<file path="config.mk">
export PLATFORM = sky130hd
export DESIGN_NAME = td4_cpu
export DESIGN_NICKNAME = d
export VERILOG_FILES = /design/src/rtl/td4_cpu.sv
export SDC_FILE = /design/constraint.sdc
export NUM_CORES = 1
export LEC_CHECK = 0
export CAP_MARGIN = 10
export CORE_UTILIZATION = 48
export DETAILED_ROUTE_END_ITERATION = 10
export MAX_ROUTING_LAYER = met4
export PLACE_DENSITY = 0.77
export SLEW_MARGIN = 20
export SYNTH_ARGS = -nofsm -noshare
export SYNTH_HDL_FRONTEND = slang
export SYNTH_SLANG_ARGS = --single-unit
export TNS_END_PERCENT = 10
</file>
<file path="constraint.sdc">
create_clock -name clk -period 1.8 [get_ports clk]
set_clock_uncertainty 0.05 [all_clocks]
set_input_delay 0.18 -clock clk [delete_from_list [all_inputs] [get_ports clk]]
set_output_delay 0.18 -clock clk [all_outputs]
set_load 0.005 [all_outputs]
</file>
<file path="src/rtl/td4_cpu.sv">
// TD4-style 4-bit single-cycle CPU core.
// One instruction from an external 16-word ROM executes on each rising clock
// edge. A single 4-bit adder (source + immediate) feeds every destination:
// register A, register B, the LED output register or the program counter.
// The carry flag records that adder's carry-out on every cycle.
module td4_cpu (
   input  logic       clk,
   input  logic       n_rst,
   input  logic [3:0] opecode,
   input  logic [3:0] imm,
   input  logic [3:0] switch,
   output logic [3:0] addr,
   output logic [3:0] led
);

   localparam int DATA_W = 4;

   logic [DATA_W-1:0] a_reg;
   logic [DATA_W-1:0] b_reg;
   logic [DATA_W-1:0] out_reg;
   logic [DATA_W-1:0] pc;
   logic              carry;

   logic [DATA_W-1:0] src;
   logic [DATA_W:0]   sum;
   logic              wr_a;
   logic              wr_b;
   logic              wr_out;
   logic              jump;

   // Decode the opcode into an adder source and a single destination enable
   always_comb begin
      src    = '0;
      wr_a   = 1'b0;
      wr_b   = 1'b0;
      wr_out = 1'b0;
      jump   = 1'b0;
      case (opecode)
         4'b0000: begin src = a_reg;  wr_a = 1'b1; end   // ADD A,Im
         4'b0001: begin src = b_reg;  wr_a = 1'b1; end   // MOV A,B
         4'b0010: begin src = switch; wr_a = 1'b1; end   // IN  A
         4'b0011: begin               wr_a = 1'b1; end   // MOV A,Im
         4'b0100: begin src = a_reg;  wr_b = 1'b1; end   // MOV B,A
         4'b0101: begin src = b_reg;  wr_b = 1'b1; end   // ADD B,Im
         4'b0110: begin src = switch; wr_b = 1'b1; end   // IN  B
         4'b0111: begin               wr_b = 1'b1; end   // MOV B,Im
         4'b1001: begin src = b_reg;  wr_out = 1'b1; end // OUT B
         4'b1011: begin               wr_out = 1'b1; end // OUT Im
         4'b1110: begin jump = ~carry; end               // JNC Im (pre-edge carry)
         4'b1111: begin jump = 1'b1; end                 // JMP Im
         default: ;                                      // undefined: NOP
      endcase
      // The immediate is always added, even for MOV/IN, so imm!=0 is honoured
      sum = {1'b0, src} + {1'b0, imm};
   end

   // Architectural state update; reset clears everything asynchronously
   always_ff @(posedge clk or posedge n_rst) begin
      if (n_rst) begin
         a_reg   <= '0;
         b_reg   <= '0;
         out_reg <= '0;
         pc      <= '0;
         carry   <= 1'b0;
      end else begin
         carry <= sum[DATA_W];
         if (wr_a)   a_reg   <= sum[DATA_W-1:0];
         if (wr_b)   b_reg   <= sum[DATA_W-1:0];
         if (wr_out) out_reg <= sum[DATA_W-1:0];
         if (jump)   pc      <= sum[DATA_W-1:0];
         else        pc      <= pc + 4'd1;
      end
   end

   assign addr = pc;
   assign led  = out_reg;

endmodule

</file>
# Word level (Yosys, flattened, before mapping)
# Index checks and enable logic that the tools add are counted.
# W data, S select, Z words.
# op_classes
n_shift	0
div	0
mul	0
reduce_logical	7
bitwise	1
n_addsub	2
n_lt_le_gt_ge	0
n_mux	6
eq_ne	11
# ops
operator	count
$eq A4 B3 Y1 const B	4
$eq A4 B4 Y1 const B	4
$pmux W4 S3	1
$eq A4 B2 Y1 const B	2
$reduce_or A4 Y1	2
$reduce_or A2 Y1	3
$add A4 B4 Y5	1
$add A4 B1 Y4 const B	1
$eq A4 B1 Y1 const B	1
$logic_not A4 Y1	1
$mux W4	1
$mux W1	3
$reduce_or A3 Y1	1
$pmux W1 S2	1
$not A1 Y1	1
# totals
ff_bits	17
word_cells	32
latchBits	0
romBits	0
n_memories	0
input_bits	14
mem_bits_rw	0
out_inout_bits	8

# Logic depth before layout (Yosys ltp)
# Gate-level depths: netlist of the first run.
# depth
depth_word	5
ltp_mapped	10
mapped_depth_nobuf	10

# Worst setup path before layout of the first run
# No wires, ideal clock.
# synth_timing
path_type	input to register
startpoint	input opecode[3]
endpoint	register pc[2], in the netlist addr[2]
path_stages	8
setup_ns	0.133
required_ns	1.617
t_arrival_ns	1.679
n_path_buf	1
setup_slack_ns	-0.062
cell_sequence	buf_4 > or2_1 > o21ai_0 > ha_1 > inv_1 > fa_1 > xor2_1 > o21ai_0
# synth_via
elab_chain_len	5
word_cells_on_any_way	16
cone_classes	add/sub: 1; eq/ne: 8; mux: 3; reduce/logical: 4
# synth_rtl
element	line	rtl
start: declaration	9	input logic [3:0] opecode,
$eq A4 B4 Y1, or another cell as far along	38	case (opecode)
$reduce_or A3 Y1 (no line) / $reduce_or A2 Y1 (equally long branches)	n/a	
$pmux W4 S3	38	
$add A4 B4 Y5	54	sum = {1'b0, src} + {1'b0, imm};
$mux W4 *	70	if (jump) pc <= sum[DATA_W-1:0];
end signal: assignment	70	
end signal: assignment	71	else pc <= pc + 4'd1;
end: declaration	21	logic [DATA_W-1:0] pc;
# Mark *: on every way between the ends. The rest lies on a longest branch, timed or not.
# A chain may end at the register's enable or synchronous reset.

# Final worst setup path of the first run
# layout_timing
startpoint	register a_reg[1]
endpoint	register pc[3], in the netlist addr[3]
# layout_via
elab_chain_len	3
# layout_rtl
element	line	rtl
start: declaration	18	logic [DATA_W-1:0] a_reg;
start signal: assignment	67	if (wr_a) a_reg <= sum[DATA_W-1:0];
$pmux W4 S3	38	
$add A4 B4 Y5	54	
$mux W4	70	
# No other way between the ends.

==> results of run 1 <==
## worst paths after layout
kind / from / endpoint / slack, ns / cells after the start
min in group clk: opecode[3] / led[2] / 0.32 / 3
max in group asynchronous: n_rst / b_reg[0] / 1.08 / 2
min: n_rst / a_reg[2] / 0.20 / 2
max: a_reg[1] / addr[3] / 0.005 / 7
min reg2reg: led[1] / led[1] / 0.44 / 2
max reg2reg: a_reg[1] / addr[3] / 0.005 / 7
## synth_stat cells (all sizes together)
library cell,n
dfrtp,17
nand2,13
a211oi,1
or2,1
xnor2,1
a21oi,3
a21o,2
nor2,3
nor2b,1
nand3,2
xor2,3
nand3b,1
nand2b,2
o21ai,16
mux2i,4
o31ai,2
fa,1
ha,5
mux2,3
buf,3
inv,4
o21a,1
## what timing repair did
| action | CTS | global route |
|---|---|---|
| endpoints found under the hold margin | 0 | 0 |
| gates cloned | 0 | 0 |
| resized for setup | 15 | 2 |
| pin swaps | 10 | 5 |
| endpoints found under the setup margin | 13 | 8 |
## worst max-delay path, stage by stage (launching register included)
cell	delay, ns
sky130_fd_sc_hd__dfrtp_1	0.39
sky130_fd_sc_hd__mux2i_1	0.20
sky130_fd_sc_hd__o21ai_1	0.10
sky130_fd_sc_hd__ha_1	0.28
sky130_fd_sc_hd__a21o_1	0.17
sky130_fd_sc_hd__a21oi_2	0.17
sky130_fd_sc_hd__xor2_2	0.24
sky130_fd_sc_hd__o21ai_1	0.08
## cells in the final DEF, fill, tap and decap left out, types with 3 or more instances in the layout
cell and n:
sky130_fd_sc_hd__nor2_1 3, sky130_fd_sc_hd__o21ai_0 9, sky130_fd_sc_hd__mux2i_1 4, sky130_fd_sc_hd__clkdlybuf4s15_2 3, sky130_fd_sc_hd__nand2_1 13, sky130_fd_sc_hd__clkbuf_4 3, sky130_fd_sc_hd__buf_4 8, sky130_fd_sc_hd__mux2_2 3
sky130_fd_sc_hd__ha_1 4, sky130_fd_sc_hd__clkdlybuf4s50_1 17, sky130_fd_sc_hd__dfrtp_1 17, sky130_fd_sc_hd__o21ai_1 6
## power by group through the flow
stage	clock network [mW]	logic [mW]	registers, mW
6_report	0.221	0.505	0.568
3_3_place_gp	0	0.482	0.572
4_1_cts	0.219	0.506	0.570
3_5_place_dp	0	0.488	0.578
2_1_floorplan	0	0.253	0.568
5_1_grt	0.240	0.552	0.580
## through the flow
step	hold WS (ns)	setup slack, ns	instance area, µm²	setup TNS, ns	total power, mW
6_report	0.1993	0.005267	1286	0	1.294
2_1_floorplan	0.05607	-0.005771	952.2	-0.01015	0.8214
3_5_place_dp	0.4255	-0.7352	1227	-8.479	1.066
5_1_grt	0.2717	-0.06342	1286	-0.2707	1.372
3_3_place_gp	0.4173	-0.7362	1227	-8.224	1.053
4_1_cts	0.2263	-0.02455	1281	-0.06225	1.295
## area by class of cell
type	count	share of cell area, %
Multi-Input combinational cell	65	39.88
Sequential cell	17	33.07
Timing Repair Buffer	29	21.30
Tap cell	25	2.432
Clock buffer	3	1.751
Inverter	4	1.167
Clock inverter	1	0.3891
## layer usage
layer | up-vias | global-route usage, % | wire length [µm]
li1 | 365 | - | -
met1 | 348 | 30.85 | 999
met2 | 26 | 34.37 | 930
met3 | 2 | 3.529 | 94
met4 | 0 | 5.294 | 10
met5 | - | - | 0
## logic make-up after synthesis
family	Yosys count	synth area share [%]
xor gates and xnor gates	4	4.540
adders and majority gates	6	8.812
AOI/OAI and AO/OA	25	15.89
muxes	7	7.877
DFF	17	45.39
and+or+nand+nor	23	13.09
buffers and inverters	7	4.405
==> results.md, run 1 <==
* 144 — count of non-filler cells in the finished layout
* 72.14% — Final Util
* 17 — number of flip-flops and latches in the synthesized netlist
* 0 — Post-CTS Setup Inserts
* 28 — distinct cell type count of the synthesized netlist
* 0 — synth warn
* 0.5856 nW — P_leak
* 46.19 µm — die extent in y
* 2035 µm — final WL
* 0 — overflow left after global routing
* 0.11 ns — clock slew seen by the registers of the worst setup and hold paths
* 10.53 µm² — Mean Syn Cell Area
* 56.84% — Max transition margin
* 0 — number of setup violations in the final report
* 424.6 µW — switching power of the nets
* sky130_fd_sc_hd__dfrtp_1 — largest area contributor in the netlist
* 0 — Hold-fix buffers, CTS
* 425.4 µm² — area occupied by registers
* 869.3 µW — Internal Dissipation
* 0 — number of antenna violations at the first check in global routing
* yes — RSZ-0062 raised after global routing
* 39.0% — proportion of power drawn by combinational gates
* 22.34% — global routing usage summed across all routing layers
* 0.6467 ns — Tightest Pin Transition
* 4 — critical-path maximum fanout
* 1.795 ns — Period minus WS final
* 1 — H-tree depth
* 0.7860 mV — worst ir drop on vdd
* 140 — Placed Cells incl. Taps
* 32.82% — Switching Share
* 140 — Nets
* register — type of destination of the critical path
* 21 — count of input and output buffers
* 4 — number of detailed-routing iterations run before antenna repair
* 46.19 µm — horizontal die dimension
* 1.93 ns — CP Data Arrival Time
* 15 — number of cell rows
* 0 — total inserted antenna cells
* 0 — max-cap check violation count
* 89 — cell count after synthesis
* 17 — number of clock sinks seen by CTS
* 52.56% — initial cell density of the core
* 37.25% — area growth from synthesis to layout
* 1783 µm² — area of the core
* 14.13 µm — Routed WL per cell
* 513.0 µm² — Multi-input gate area
* 716 — via count of the first global-routing pass
* 3 — cts bufs inserted
* 18 — maximum number of pins on one net before global-route repair
* 0 — final-report hold violation count
* reg2reg — startpoint-to-endpoint class of the critical path
* 45.39% — fraction of the yosys area taken by sequential cells
* 3153 µm — wire length of the first global-routing pass
* 1006 nW/µm² — power per cell area
* sky130_fd_sc_hd__clkbuf_4 — CTS Root Cell
* 26.05% — share of cells above drive strength 1
* 0 — remaining routing DRC violations
* 1496 µm — detailed-placement wirelength estimate
* 0 — count of final max-slew check failures
* 937.1 µm² — Syn Std Cell Area
* 43.9% — share of power burned in registers
* in2async — path class of the lowest-slack min-delay path
* 557.2 MHz — Fmax achieved
* 0.30 ns — clock latency reported for the late side of the worst-skew pair
* done — clock tree from TritonCTS
* 2133 µm² — die area
* 2 — buffers from clock root to sink, at most
* completed — result of the run
* register — startpoint type of the worst setup path
* 99.71% — final worst path period share
* 130 — fill count
* 109 — total nets after synthesis
* sky130_fd_sc_hd__dfrtp_1 45%, sky130_fd_sc_hd__o21ai_0 6.9%, sky130_fd_sc_hd__ha_1 6.7% — largest cells by area after synthesis
* 0.8665 — RD Place Congestion
* 17.1% — share of power burned in the clock network
* 0 — number of antenna-violating nets in the routed design
* 45.39% — proportion of netlist area held by the largest area contributor
* 22 — total I/O pin count
* 1.94 ns — Crit path required time
* 5.146 — Avg Vias per Cell
* 29 — drt initial violations
* 741 — routed vias
(Power assumes the default switching activity.)
==> inputs of run 2 (changes only) <==
CAP_MARGIN = not set   (was 10)
==> results of run 2 <==
Same layout as run 1: the final DEF is identical, and so are final timing and power.
